File: config.mk
export PLATFORM = sky130hd
export DESIGN_NAME = seg7_capture_decoder_flat
export DESIGN_NICKNAME = d
export VERILOG_FILES = /design/src/rtl/seg7_capture_if.sv /design/src/rtl/seg7_capture_decoder.sv /design/src/flat_wrapper.sv
export SDC_FILE = /design/constraint.sdc
export NUM_CORES = 1
export LEC_CHECK = 0
export ABC_CLOCK_PERIOD_IN_PS = 1700
export CAP_MARGIN = 20
export CELL_PAD_IN_SITES_DETAIL_PLACEMENT = 1
export CELL_PAD_IN_SITES_GLOBAL_PLACEMENT = 1
export CORE_ASPECT_RATIO = 2
export CORE_MARGIN = 10
export CORE_UTILIZATION = 38
export DETAILED_ROUTE_END_ITERATION = 8
export PLACE_DENSITY = 0.71
export SETUP_SLACK_MARGIN = 0.05
export SYNTH_ARGS = -nofsm -noshare
export SYNTH_HDL_FRONTEND = slang
export SYNTH_SLANG_ARGS = --single-unit
File: constraint.sdc
create_clock -name clk -period 1.7 [get_ports clk]
set_input_delay 0.17 -clock clk [delete_from_list [all_inputs] [get_ports clk]]
set_output_delay 0.17 -clock clk [all_outputs]
set_load 0.03 [all_outputs]
File: src/rtl/seg7_capture_if.sv
// Bundle of the segment-capture bus and the decoded-result handshake.
// The slave modport is the decoder side; the master modport is the driver/consumer side.
interface seg7_capture_if #(
  parameter int unsigned ERR_CNT_W = 8
) ();
  logic [6:0]           seg_in;
  logic                 out_ready;
  logic                 out_valid;
  logic [3:0]           out_digit;
  logic                 out_blank;
  logic                 out_err;
  logic                 overrun;
  logic [ERR_CNT_W-1:0] err_count;

  modport master (
    output seg_in, out_ready,
    input  out_valid, out_digit, out_blank, out_err, overrun, err_count
  );

  modport slave (
    input  seg_in, out_ready,
    output out_valid, out_digit, out_blank, out_err, overrun, err_count
  );
endinterface

File: src/rtl/seg7_capture_decoder.sv
// Captures an asynchronous active-low 7-segment bus, waits for stability and decodes it back to
// a digit behind a valid/ready handshake. Define SEG7_HEX_EN to also decode the A..F glyphs.
module seg7_capture_decoder #(
  parameter int unsigned STABLE_CYCLES = 4,
  parameter int unsigned ERR_CNT_W     = 8
) (
  input logic            clk,
  input logic            rst,
  seg7_capture_if.slave  bus
);

  localparam int unsigned CntW = $clog2(STABLE_CYCLES + 1);
  localparam logic [CntW-1:0] CntMax = CntW'(STABLE_CYCLES);
  localparam logic [6:0] SegBlank = 7'h7f;

  logic [6:0]           s1_q, s2_q, s3_q;
  logic [2:0]           fill_q;
  logic [CntW-1:0]      cnt_q, cnt_d;
  logic [6:0]           last_q;
  logic                 last_vld_q;
  logic                 valid_q, valid_d;
  logic [3:0]           digit_q, digit_d;
  logic                 blank_q, blank_d;
  logic                 err_q, err_d;
  logic                 ovr_q, ovr_d;
  logic [ERR_CNT_W-1:0] err_cnt_q, err_cnt_d;

  logic                 accept;
  logic [3:0]           dec_digit;
  logic                 dec_blank;
  logic                 dec_err;

  // s3 is the sample the stability counter describes; fill_q marks which stages hold real data
  // so that counting starts only once the first post-reset sample reaches s2.
  always_comb begin
    cnt_d = cnt_q;
    if (!fill_q[1]) begin
      cnt_d = '0;
    end else if (!fill_q[2] || (s2_q != s3_q)) begin
      cnt_d = CntW'(1);
    end else if (cnt_q != CntMax) begin
      cnt_d = cnt_q + 1'b1;
    end
  end

  assign accept = (cnt_q == CntMax) && (!last_vld_q || (s3_q != last_q));

  // Pattern bits are index 6 (g) down to index 0 (a), active-low.
  always_comb begin
    dec_digit = 4'd0;
    dec_blank = 1'b0;
    dec_err   = 1'b0;
    case (s3_q)
      7'b1000000: dec_digit = 4'd0;
      7'b1111001: dec_digit = 4'd1;
      7'b0100100: dec_digit = 4'd2;
      7'b0110000: dec_digit = 4'd3;
      7'b0011001: dec_digit = 4'd4;
      7'b0010010: dec_digit = 4'd5;
      7'b0000010: dec_digit = 4'd6;
      7'b1011000: dec_digit = 4'd7;
      7'b0000000: dec_digit = 4'd8;
      7'b0010000: dec_digit = 4'd9;
`ifdef SEG7_HEX_EN
      7'b0001000: dec_digit = 4'd10;
      7'b0000011: dec_digit = 4'd11;
      7'b1000110: dec_digit = 4'd12;
      7'b0100001: dec_digit = 4'd13;
      7'b0000110: dec_digit = 4'd14;
      7'b0001110: dec_digit = 4'd15;
`else
`endif
      SegBlank:   dec_blank = 1'b1;
      default:    dec_err   = 1'b1;
    endcase
  end

  always_comb begin
    valid_d   = valid_q;
    digit_d   = digit_q;
    blank_d   = blank_q;
    err_d     = err_q;
    ovr_d     = ovr_q;
    err_cnt_d = err_cnt_q;
    if (accept) begin
      if (dec_err && (err_cnt_q != '1)) begin
        err_cnt_d = err_cnt_q + 1'b1;
      end
      if (valid_q && !bus.out_ready) begin
        // Consumer still holds the old result: drop the new one.
        ovr_d = 1'b1;
      end else begin
        valid_d = 1'b1;
        digit_d = dec_digit;
        blank_d = dec_blank;
        err_d   = dec_err;
      end
    end else if (valid_q && bus.out_ready) begin
      valid_d = 1'b0;
    end
  end

  always_ff @(posedge clk) begin
    if (rst) begin
      s1_q       <= SegBlank;
      s2_q       <= SegBlank;
      s3_q       <= SegBlank;
      fill_q     <= '0;
      cnt_q      <= '0;
      last_q     <= SegBlank;
      last_vld_q <= 1'b0;
      valid_q    <= 1'b0;
      digit_q    <= 4'd0;
      blank_q    <= 1'b0;
      err_q      <= 1'b0;
      ovr_q      <= 1'b0;
      err_cnt_q  <= '0;
    end else begin
      s1_q      <= bus.seg_in;
      s2_q      <= s1_q;
      s3_q      <= s2_q;
      fill_q    <= {fill_q[1:0], 1'b1};
      cnt_q     <= cnt_d;
      if (accept) begin
        last_q     <= s3_q;
        last_vld_q <= 1'b1;
      end
      valid_q   <= valid_d;
      digit_q   <= digit_d;
      blank_q   <= blank_d;
      err_q     <= err_d;
      ovr_q     <= ovr_d;
      err_cnt_q <= err_cnt_d;
    end
  end

  assign bus.out_valid = valid_q;
  assign bus.out_digit = digit_q;
  assign bus.out_blank = blank_q;
  assign bus.out_err   = err_q;
  assign bus.overrun   = ovr_q;
  assign bus.err_count = err_cnt_q;

endmodule
File: src/flat_wrapper.sv
// flat-port wrapper written by rule: the top's interface ports become plain ports
module seg7_capture_decoder_flat 
#(
  parameter int unsigned STABLE_CYCLES = 4,
  parameter int unsigned ERR_CNT_W     = 8
)
  (clk, rst, bus_seg_in, bus_out_ready, bus_out_valid, bus_out_digit, bus_out_blank, bus_out_err, bus_overrun, bus_err_count);
  seg7_capture_if #(.ERR_CNT_W(ERR_CNT_W)) bus_i ();
  input logic clk;
  input logic rst;
  input wire logic [$bits(bus_i.seg_in)-1:0] bus_seg_in;
  input wire logic [$bits(bus_i.out_ready)-1:0] bus_out_ready;
  output wire logic [$bits(bus_i.out_valid)-1:0] bus_out_valid;
  output wire logic [$bits(bus_i.out_digit)-1:0] bus_out_digit;
  output wire logic [$bits(bus_i.out_blank)-1:0] bus_out_blank;
  output wire logic [$bits(bus_i.out_err)-1:0] bus_out_err;
  output wire logic [$bits(bus_i.overrun)-1:0] bus_overrun;
  output wire logic [$bits(bus_i.err_count)-1:0] bus_err_count;
  assign bus_i.seg_in = bus_seg_in;
  assign bus_i.out_ready = bus_out_ready;
  assign bus_out_valid = bus_i.out_valid;
  assign bus_out_digit = bus_i.out_digit;
  assign bus_out_blank = bus_i.out_blank;
  assign bus_out_err = bus_i.out_err;
  assign bus_overrun = bus_i.overrun;
  assign bus_err_count = bus_i.err_count;
  seg7_capture_decoder #(.STABLE_CYCLES(STABLE_CYCLES), .ERR_CNT_W(ERR_CNT_W)) u_core (.clk(clk), .rst(rst), .bus(bus_i));
endmodule
# Yosys cells after proc, flatten, opt, wreduce, memory -nomap -nowiden
# Cells that the tools add are included.
dict set report totals {
  wordCells 63
  out_inout_bits 16
  inputBits 10
  register_bits 51
}
dict set report op_classes {
  bitwise 2
  n_reduce_logical 19
  addsub 2
  mux 9
  n_eq_ne 16
}
# cell n
set op_table {}
lappend op_table {{$pmux W4 S9} 1}
lappend op_table {{$eq A7 B7 Y1 const B} 4}
lappend op_table {{$eq A7 B5 Y1 const B} 3}
lappend op_table {{$eq A7 B6 Y1 const B} 2}
lappend op_table {{$ne A7 B7 Y1} 2}
lappend op_table {{$reduce_or A11 Y1} 1}
lappend op_table {{$add A8 B1 Y8 const B} 1}
lappend op_table {{$mux W1} 8}
lappend op_table {{$ne A8 B8 Y1 const B} 1}
lappend op_table {{$reduce_and A2 Y1} 4}
lappend op_table {{$eq A7 B2 Y1 const B} 1}
lappend op_table {{$logic_not A7 Y1} 1}
lappend op_table {{$logic_and A1 B1 Y1} 4}
lappend op_table {{$reduce_bool A2 Y1} 2}
lappend op_table {{$add A3 B1 Y3 const B} 1}
lappend op_table {{$eq A3 B3 Y1 const B} 1}
lappend op_table {{$logic_not A1 Y1} 3}
lappend op_table {{$ne A3 B3 Y1 const B} 1}
lappend op_table {{$reduce_or A3 Y1} 1}
lappend op_table {{$logic_or A1 B1 Y1} 2}
lappend op_table {{$ne A2 B2 Y1 const B} 1}
lappend op_table {{$not A1 Y1} 2}
lappend op_table {{$reduce_or A2 Y1} 1}

# Longest topological paths before layout
# Gate-level depths: netlist (run 1).
dict set report depth {
  word_depth 5
  depth_mapped 9
  ltp_nobuf 7
}

# Worst setup path after synthesis (run 1)
# OpenSTA, ideal clock, no wires.
dict set report synth_path {
  path_kind {register to register}
  from {register u_core.err_cnt_q[0], in the netlist u_core.bus.err_count[0]}
  to {register u_core.err_cnt_q[6], in the netlist u_core.bus.err_count[6]}
  path_slack_ns -0.232
  arrival_ns 1.862
  stages_incl_launch_ff 7
  period_less_slack_ns 1.932
  setup_time_ns 0.070
  required_time_ns 1.630
  n_path_buf 0
  path_cell_list {dfxtp_1 ha_1 and3_4 and4_4 or2_1 or4_1 a21oi_1}
}
dict set report synth_via {
  elab_chain_len 3
  word_cells_on_any_way 4
  cone_classes {1 x add/sub; 1 x eq/ne; 2 x reduce/logical}
}
# element line_no
set synth_rtl {}
lappend synth_rtl {{start, declared} seg7_capture_decoder.sv:26} ;# logic [ERR_CNT_W-1:0] err_cnt_q, err_cnt_d;
lappend synth_rtl {{start signal, assigned} seg7_capture_decoder.sv:133} ;# err_cnt_q <= err_cnt_d;
lappend synth_rtl {{parallel branches: the longest is 3 deep, another holds $add A8 B1 Y8} n/a}
# Parallel ways; which one is timed is not known.
# A chain may end at the register's enable or synchronous reset.

# Worst setup path after layout (run 1)
dict set report layout_path {
  from {register u_core.s3_q[0]}
  to {register u_core.err_cnt_q[2], in the netlist u_core.bus.err_count[2]}
}
dict set report layout_via {
  elab_chain_len 5
  word_cells_on_any_way 18
  cone_classes {11 x eq/ne; 1 x mux; 6 x reduce/logical}
}
# element line_no
set layout_rtl {}
lappend layout_rtl {{start, declared} seg7_capture_decoder.sv:16} ;# logic [6:0] s1_q, s2_q, s3_q;
lappend layout_rtl {{start signal, assigned} seg7_capture_decoder.sv:107} ;# s3_q <= SegBlank;
lappend layout_rtl {{start signal, assigned} seg7_capture_decoder.sv:121} ;# s3_q <= s2_q;
lappend layout_rtl {{$eq A7 B7 Y1 (tied with other cells)} seg7_capture_decoder.sv:53} ;# case (s3_q)
lappend layout_rtl {{$reduce_or A11 Y1 (no line)} n/a}
lappend layout_rtl {{$mux W1} seg7_capture_decoder.sv:53}
lappend layout_rtl {{$logic_and A1 B1 Y1} seg7_capture_decoder.sv:86} ;# if (dec_err && (err_cnt_q != '1)) begin
lappend layout_rtl {{$reduce_and A2 Y1 (no line) *} n/a}
# Mark *: on every way between the ends. The rest lies on a longest branch, timed or not.

==> results of run 1 <==
-- kinds of logic after synthesis --
logic type                 count (synthesis)  synth area share, %
xor gates and xnor gates                  16                 6.21
and+or+nand+nor                          118                 29.1
buffers and inverters                     20                 5.38
muxes                                     11                 5.16
DFF                                       51                 45.3
adders and majority gates                  3                 1.66
AOI/OAI and AO/OA                         23                 7.21
-- through the flow --
stage / setup slack (ns) / power (mW) / std cells
after CTS: -0.0804 / 2.51 / 365
final: -0.120 / 2.48 / 367
after floorplan: -0.0371 / 1.35 / 242
after global placement: -0.0903 / 1.42 / 353
after global routing: -0.201 / 2.58 / 367
after detailed placement: -0.103 / 1.43 / 353
-- flip-flops by register name, indices dropped and copies added (netlist names) --
register / cells
u_core.last_vld_q: 1
u_core.s2_q: 7
u_core.bus.out_err: 1
u_core.fill_q: 3
u_core.cnt_q: 3
u_core.s3_q: 7
u_core.bus.out_digit: 4
u_core.bus.err_count: 8
u_core.bus.overrun: 1
u_core.last_q: 7
u_core.bus.out_blank: 1
u_core.s1_q: 7
u_core.bus.out_valid: 1
-- power breakdown --
part / switching [mW] / internal, mW
Clock: 0.426 / 0.627
Sequential: 0.0183 / 1.21
Combinational: 0.0897 / 0.107
-- worst max path at each step --
stage	start	end	slack [ns]	cells past startpoint
5_1_grt	u_core.s3_q[0]	u_core.bus.err_count[2]	-0.20	7
3_5_place_dp	u_core.s3_q[1]	u_core.bus.err_count[4]	-0.10	7
6_report	u_core.s3_q[0]	u_core.bus.err_count[2]	-0.12	7
3_3_place_gp	u_core.s3_q[1]	u_core.bus.err_count[4]	-0.09	7
4_1_cts	u_core.s3_q[6]	u_core.bus.err_count[2]	-0.08	6
2_1_floorplan	u_core.bus.err_count[1]	u_core.bus.err_count[6]	-0.04	6
-- cell type report --
cell class / instances / area [sq um] / share of cell area [%]
inverter: 5 / 18.8 / 0.578
tap: 61 / 76.3 / 2.35
sequential: 51 / 1050 / 32.4
clock buffer: 8 / 156 / 4.81
multi-input combinational: 171 / 1300 / 40.0
timing repair buffer: 71 / 644 / 19.8
-- cells in the final DEF, fill, tap and decap left out, types with 2 or more instances in the layout --
cell type,Yosys,final
nor4_2,0,3
inv_2,0,2
clkdlybuf4s50_1,0,24
dfxtp_4,0,6
o41ai_2,0,2
xnor2_1,15,12
xnor2_2,0,3
nand2_1,22,21
mux2i_1,6,6
clkbuf_16,0,5
nor2_2,0,3
nand3_2,0,2
dfxtp_1,51,38
ha_4,0,2
nor2b_1,8,8
inv_1,5,3
nor3_1,2,2
mux2_2,5,3
o21ai_0,3,3
nand4_1,7,7
buf_4,1,36
mux2_4,0,2
dfxtp_2,0,7
a21oi_1,9,8
nand3_1,9,6
buf_6,5,9
and2_4,1,2
nor2_1,26,22
clkbuf_8,0,2
nand2b_1,4,3
or2_2,21,21
-- critical path, delay by kind of cell (launching register included) --
family / cells / cell delay [ns]
DFF: 1 / 0.34
AOI/OAI and AO/OA: 1 / 0.17
buffers and inverters: 1 / 0.13
and+or+nand+nor: 4 / 0.75
muxes: 1 / 0.32
-- routing by layer --
metal | vias to the layer above | track usage, %
li1 | 938 | -
met4 | 0 | 6.50
met1 | 930 | 12.2
met2 | 30 | 26.4
met5 | - | 0
met3 | 11 | 2.69
-- what timing repair did --
action                                 4_1_cts  5_1_grt
setup endpoints to repair                   17       19
pin swaps                                    6        7
gates resized for setup                     25       13
cloned                                       0        0
endpoints found under the hold margin        0        0
setup buffers                                4        2
==> impl_metrics.toml, run 1 <==
[clocking]
hold_buffers = 0
htreeDepth = 2
cts_made_buffers = 5
clkLatencyLatePin_ns = 0.30
cts_buffer_depth = 2
cts_sinks = 51
cts_root_buf = "clkbuf_16"
cts_tree = "built"
clk_pin_slew_ns = 0.07

[place]
port_buffers = 25
postPlaceCellArea_sq_um = 2890
place_congestion = 0.861
hpwl_mm = 4.41

[cells_and_area]
syn2layout_area_growth_pct = 44.0
antenna_cells = 0
fin_nets = 318
fill_cells = 646
final_core_util_pct = 56.4
final_cell_area_sq_um = 3250
layout-drive-gt1-share_pct = 42.2

[synthesis]
synth_most_common_cell = "dfxtp_1"
ys_types = 47
yosys_warnings = 0
synth_nets = 255
netlist_area_sq_um = 2260
ys_seq_area_share_pct = 45.3
synth_top_area_cell = "dfxtp_1"
syn_area_per_cell_sq_um = 9.32
synth_async_sr_flop_share_pct = 0
synthTopCellsByArea = "dfxtp_1 (45%), or2_2 (5.8%), xnor2_1 (5.8%)"
synth_top_area_share_pct = 45.3
ys_seq_elements = 51
yosys-top-cells-count = "dfxtp_1 (51), nor2_1 (26), nand2_1 (22)"
synth_flop_cell = "dfxtp_1"
synthCells = 242
synth_edf_count = 0

[die]
die_area_sq_um = 9610
core_area_sq_um = 5760
die_h_um = 129
initial_core_util_pct = 39.2
die_width_um = 74.5
ios = 26
rows = 39

[timing]
clock_skew_ns = 0.00858
min_period_ns = 1.82
worst_pin_slew_ns = 0.428
clock.fmax_ghz = 0.549
whs_ns = 0.406
rsz0062_at_grt = "true"
slew_violations = 0
setup_viol = 10
finalHoldViolations = 0
max_slew_margin_pct = 71.4
worst_slack_ns = -0.120
fin_crit_sh_pct = 107
setup_tns_ns = -0.521

[drt]
dr_wl_met3_um = 206
wl_per_cell_um = 16.1
wirelength_mm = 5.90
via_count = 1909
antenna_left = 0
met2_length_mm = 3.46
highest_layer = "met4"
via_per_inst = 5.20
drc = 0
drt-initial-drc-count = 50
first_pass_iters = 2
wl_met1_mm = 2.07

[worst_setup_path]
worst_setup_path_start_kind = "flop"
endpoint_kind = "flop"
r2r_end = "u_core.bus.err_count[2]"
path_class = "reg2reg"
rrSetupSlack_ns = -0.12
cp_max_fo = 8
reg2reg_from = "u_core.s3_q[0]"
slowest_delay_ns = 0.34
critical_path_arrival_ns = 2.00
path_cells = "buf_6, nand4_1, nor2_2, a31oi_4, nand4_4, nor4b_4, mux2_4"
crit_required_ns = 1.88
crit_slowest_cell = "dfxtp_2"
reg2regPathDepth = 7

[run_status]
outcome = "finished with violations"
violations = "negative setup slack"

[global_route]
grt_max_degree = 21
grt_pass1_vias = 2070
grt_pass1_wl_mm = 10.1
overflow = 0
track_usage_pct = 13.5
antenna_found_initial = 0

[min_path]
whs_path_depth = 1
whs_endpoint = "u_core.s2_q[5]"
min_from = "u_core.s1_q[5]"
hold_path.class = "reg2reg"

[power]
ir_drop_mv = 0.823
power.density_nw_per_um2 = 763
total_leakage_power_nw = 1.31

[flow_run]
drv_cap = 0
No activity file was read; power rests on OpenSTA's default activity.
==> run 2: changes to the inputs <==
--- a/config.mk
+++ b/config.mk
@@ -11,10 +11,10 @@
 export CELL_PAD_IN_SITES_GLOBAL_PLACEMENT = 1
 export CORE_ASPECT_RATIO = 2
 export CORE_MARGIN = 10
-export CORE_UTILIZATION = 38
+export CORE_UTILIZATION = 40
+export CTS_BUF_LIST = sky130_fd_sc_hd__clkbuf_4
 export DETAILED_ROUTE_END_ITERATION = 8
-export PLACE_DENSITY = 0.71
-export SETUP_SLACK_MARGIN = 0.05
+export PLACE_DENSITY = 0.75
 export SYNTH_ARGS = -nofsm -noshare
 export SYNTH_HDL_FRONTEND = slang
 export SYNTH_SLANG_ARGS = --single-unit
==> impl_metrics.toml, run 2 (same netlist as run 1, synthesis figures left out) <==
[run_status]
outcome = "finished with violations"
violations = "negative setup slack"

[cells_and_area]
most-common-layout-cells = "buf_4 (46), dfxtp_1 (39), nor2_1 (23), nand2_1 (22), or2_2 (21)"
fin_nets = 331
layout-drive-gt1-share_pct = 43.9
fin_cells = 379
syn2layout_area_growth_pct = 43.0
final_core_util_pct = 59.0
antenna_cells = 0
fill_cells = 613
layout_commonest_cell = "buf_4"
largest_reg_flops = 8

[worst_setup_path]
crit_required_ns = 2.06
r2r_end = "u_core.bus.err_count[6]"
reg2reg_from = "u_core.s3_q[0]"
path_class = "reg2reg"
endpoint_kind = "flop"
crit_path_end = "u_core.bus.err_count[6]"
worst_setup_path_start_kind = "flop"
rrSetupSlack_ns = -0.14
critical_path_arrival_ns = 2.20
cp_max_fo = 4
crit_path_start = "u_core.s3_q[0]"
reg2regPathDepth = 7

[global_route]
grt_pass1_vias = 2110
grt_pass1_wl_mm = 9.84
track_usage_pct = 13.3
antenna_found_initial = 0
overflow = 0
grt_max_degree = 29

[drt]
via_per_inst = 5.14
drc = 0
wl_per_cell_um = 16.4
drt-initial-drc-count = 71
wirelength_mm = 6.20
antenna_left = 0
via_count = 1948
first_pass_iters = 3

[clocking]
htreeDepth = 2
hold_buffers = 0
clk_pin_slew_ns = 0.17
cts_buffer_depth = 2
cts_made_buffers = 5
cts_tree = "built"
cts_sinks = 51
clkLatencyLatePin_ns = 0.41
cts_root_buf = "clkbuf_4"

[power]
power.density_nw_per_um2 = 624
ir_drop_mv = 0.711
power_mw = 2.01
total_leakage_power_nw = 1.35

[timing]
fin_crit_sh_pct = 108
min_period_ns = 1.84
max_slew_margin_pct = 76.7
clock_skew_ns = 0.0249
rsz0062_at_grt = "true"
finalHoldViolations = 0
worst_slack_ns = -0.139
whs_ns = 0.322
slew_violations = 0
worst_pin_slew_ns = 0.350
setup_viol = 15
clock.fmax_ghz = 0.544

[die]
rows = 38
die_h_um = 126
ios = 26
die_width_um = 73.1
core_area_sq_um = 5470
die_area_sq_um = 9230
initial_core_util_pct = 41.3

[flow_run]
drv_cap = 0

[place]
place_congestion = 0.816
hpwl_mm = 4.32
dp.cells = 356
port_buffers = 25

[min_path]
hold_path.class = "in2reg"
==> run 2: cell types whose count changed in the layout (fill, tap and decap cells not counted), moves of 5 or more <==
cell             change
buf_4               +10
clkbuf_16            -5
clkbuf_4             +5
clkdlybuf4s50_1      -7
dlygate4sd2_1        +7
==> run 2: per-layer routing <==
metal  up-vias  global-route usage [%]  part of all wire (%)
li1        965                       -                     -
met1       925                    12.4                    34
met2        38                    24.9                    57
met3        20                    3.22                   3.9
met4         0                    6.74                   4.6
met5         -                       0                     0
==> run 2: worst min-delay path by stage <==
stage	start	end	cells after the start
4_1_cts	bus_seg_in[5]	u_core.s1_q[5]	2
6_report	bus_seg_in[5]	u_core.s1_q[5]	2
3_3_place_gp	u_core.s1_q[5]	u_core.s2_q[5]	1
5_1_grt	bus_seg_in[5]	u_core.s1_q[5]	2
3_5_place_dp	u_core.s1_q[5]	u_core.s2_q[5]	1
2_1_floorplan	rst	u_core.fill_q[2]	1
==> run 2: power breakdown <==
group          switching [mW]  internal, mW
clock network           0.421         0.168
logic                  0.0910         0.106
registers              0.0173          1.21
==> run 2: worst max-delay path: stages (launching register included) <==
cell     delay (ns)
dfxtp_4        0.38
buf_4          0.14
xnor2_2        0.13
nand4_1        0.19
o21ai_4        0.11
or2_4          0.28
or4_4          0.42
a21oi_2        0.14
==> run 2: layout make-up <==
| class | instances | area [sq um] | share of cell area, % |
|---|---|---|---|
| clock buffer | 5 | 37.5 | 1.16 |
| clock inverter | 3 | 22.5 | 0.698 |
| inverter | 5 | 18.8 | 0.582 |
| multi-input combinational | 172 | 1290 | 39.9 |
| sequential | 51 | 1050 | 32.6 |
| tap | 60 | 75.1 | 2.33 |
| timing repair buffer | 83 | 733 | 22.7 |
==> run 2: stage by stage <==
step	area, sq um	setup TNS (ns)	setup WS (ns)
after detailed placement	2920	-1.06	-0.119
after floorplan	2370	-0.0740	-0.0371
after CTS	3100	-0.405	-0.0716
after global placement	2920	-0.472	-0.103
final	3230	-1.15	-0.139
after global routing	3230	-2.97	-0.234
==> run 2: timing repair <==
action	4_1_cts	5_1_grt
buffers inserted	9	5
pin swaps	12	4
gates cloned	1	0
resized for setup	24	20
setup endpoints to repair	24	18
==> edit (config.mk and constraints of run 2) <==
Add a define of `SEG7_HEX_EN`.
--- a/src/rtl/seg7_capture_decoder.sv
+++ b/src/rtl/seg7_capture_decoder.sv
@@ -1,5 +1,7 @@
 // Captures an asynchronous active-low 7-segment bus, waits for stability and decodes it back to
 // a digit behind a valid/ready handshake. Define SEG7_HEX_EN to also decode the A..F glyphs.
+`define SEG7_HEX_EN
+
 module seg7_capture_decoder #(
   parameter int unsigned STABLE_CYCLES = 4,
   parameter int unsigned ERR_CNT_W     = 8
Check against the original RTL: not equivalent (Yosys sat finds a counterexample within 10 cycles, from zero or initial values and one cycle with rst high).
==> edit against run 2 <==
The flow still finishes with violations (negative setup slack). Area after synthesis rose by 6.1%. Final area increased by 0.85%. Synthesized cell count grew 5.8%. Total power fell by 1.5%. Critical path depth unchanged. Sequential power about the same. Die area grew 4.8%. Core utilization is 2.5 points lower. Worst setup slack lost 0.31 ns. Clock skew down 0.0097 ns. Fmax fell by 14%. Routed wire length grew 6.0%. Cell count is 4.0% higher. Sequential cell count is the same.
==> edit: results (changes against run 2) <==
synth_area_leaders: "dfxtp_1 43%, xnor2_1 6.2%, or2_2 5.5%, nor2_1 4.2%, nand3_1 2.9%"
gp_congestion: 0.904  # +11%
violations: "negative setup slack"
cts-root-buf: "clkbuf_4"
worstPathMaxFanout: 4  # unchanged
synth-async-reset-ratio_pct: 0  # unchanged
setup_ws_ns: -0.447  # -0.308 ns
final_nets: 345  # +4.2%
hold_path_class: "input port to flop"
drive_gt1_share_pct: 38.1  # -5.7 points
htree_num_levels: 2  # unchanged
drt-initial-drc-count: 100  # +41%
largest_reg_flops: 8  # unchanged
worst_slew_pin_slew_ns: 0.489  # +0.139 ns
port_buffers: 25  # unchanged
grt_util_all_layers_pct: 14.2  # +0.97 points
syn-num-nets: 269  # +5.5%
critPathArrivalTime_ns: 2.45  # +0.25 ns
yosysWarningCount: 0  # unchanged
ir_worst_vdd_uv: 552  # -22%
first_pass_iters: 4  # +1
fin_tns_setup_ns: -4.07  # -2.92 ns
antenna_found_initial: 0  # unchanged
worstSkewPairLatency_ns: 0.39  # -0.02 ns
vias: 2090  # +7.3%
switching_power_w: 0.000505  # -4.5%
wl_per_cell_um: 16.7  # +2.0%
grt_pass1_vias: 2239  # +6.1%
grt_pass1_wl_mm: 10.6  # +7.4%
finClkSkew_ns: 0.0152  # -0.00974 ns
grt_max_degree: 26  # -10%
antenna_cells: 0  # unchanged
clockBufferDepth: 2  # unchanged
yosys-top-cells-count: "51 x dfxtp_1, 27 x nor2_1, 21 x or2_2, 18 x nand2_1, 17 x xnor2_1"
seq_area_frac_synth_pct: 42.7  # -2.6 points
cts_buffers: 5  # unchanged
synth_cell_types: 58  # +23%
p_leak_nw: 1.41  # +4.0%
setup_violations: 17  # +2
pre_cts_ws_ns: -0.525  # -0.406 ns
status: "finished with violations"
path_clk_slew_ns: 0.15  # -0.02 ns
dp_hpwl_mm: 4.83  # +12%
## edit: cell count changes in the layout (fill, tap and decap cells not counted), sizes merged, moves of 3 or more
cell / before / now
nor3: 2 / 5
nand3: 9 / 16
buf: 58 / 62
nor4: 4 / 1
nand2: 23 / 19
## edit: through the flow
step | cell area [sq um] | power, W | std cells
after floorplan | 2410 | 0.00136 | 256
after global placement | 2970 | 0.00142 | 374
after detailed placement | 2970 | 0.00142 | 374
after CTS | 3180 | 0.00200 | 389
after global routing | 3250 | 0.00209 | 394
final | 3250 | 0.00198 | 394
## edit: final timing paths
path / to / slack, ns / startpoint / depth (start not counted)
worst max-delay path: u_core.bus.err_count[6]$_SDFFE_PP0P_ / -0.45 / u_core.s3_q[6]$_SDFF_PP1_ / 7
worst min-delay path: u_core.s1_q[3]$_SDFF_PP1_ / 0.32 / bus_seg_in[3] / 2
worst max register to register: u_core.bus.err_count[6]$_SDFFE_PP0P_ / -0.45 / u_core.s3_q[6]$_SDFF_PP1_ / 7
worst min register to register: u_core.s2_q[1]$_SDFF_PP1_ / 0.41 / u_core.s1_q[1]$_SDFF_PP1_ / 1
## edit: area by class of cell
class,count,area [sq um]
multi-input cells,181,1310
clock inverters,3,25.0
fillers,659,2500
inverters,6,22.5
flip-flops and latches,51,1040
well taps,61,76.3
clock buffers,5,37.5
repair buffers,87,741
## edit: critical path, stage by stage (launching register included)
cell	delay [ns]
dfxtp_2	0.36
or4b_4	0.53
a2111o_1	0.46
nand3_2	0.12
nor4_4	0.07
buf_4	0.15
nand3_2	0.07
mux2_4	0.29
## edit: cell families after synthesis
logic type | count (synthesis) | share of synthesized area, %
and+or+nand+nor | 120 | 28.9
DFF | 51 | 42.7
AOI/OAI and AO/OA | 29 | 9.04
buffers and inverters | 25 | 6.69
xor gates and xnor gates | 19 | 6.95
muxes | 9 | 4.23
adders and majority gates | 3 | 1.57
## edit: power by group through the flow
stage	Clock [W]	Sequential, W	Combinational (W)
2_1_floorplan	0	0.00125	0.000101
3_3_place_gp	0	0.00126	0.000159
3_5_place_dp	0	0.00126	0.000164
4_1_cts	0.000590	0.00123	0.000176
5_1_grt	0.000656	0.00123	0.000196
6_report	0.000576	0.00123	0.000179
## edit: metal layers
metal  routed length (um)  track usage, %
met1                 2340            13.1
met2                 3810            27.2
met3                  154            2.83
met4                  274            8.18
met5                    0               0
## edit: repair_timing
item | CTS | global route
hold endpoints to repair | 0 | 0
gates resized for setup | 34 | 10
endpoints found under the setup margin | 25 | 20
cloned | 1 | 0
buffers inserted | 7 | 7
pin swaps | 10 | 13
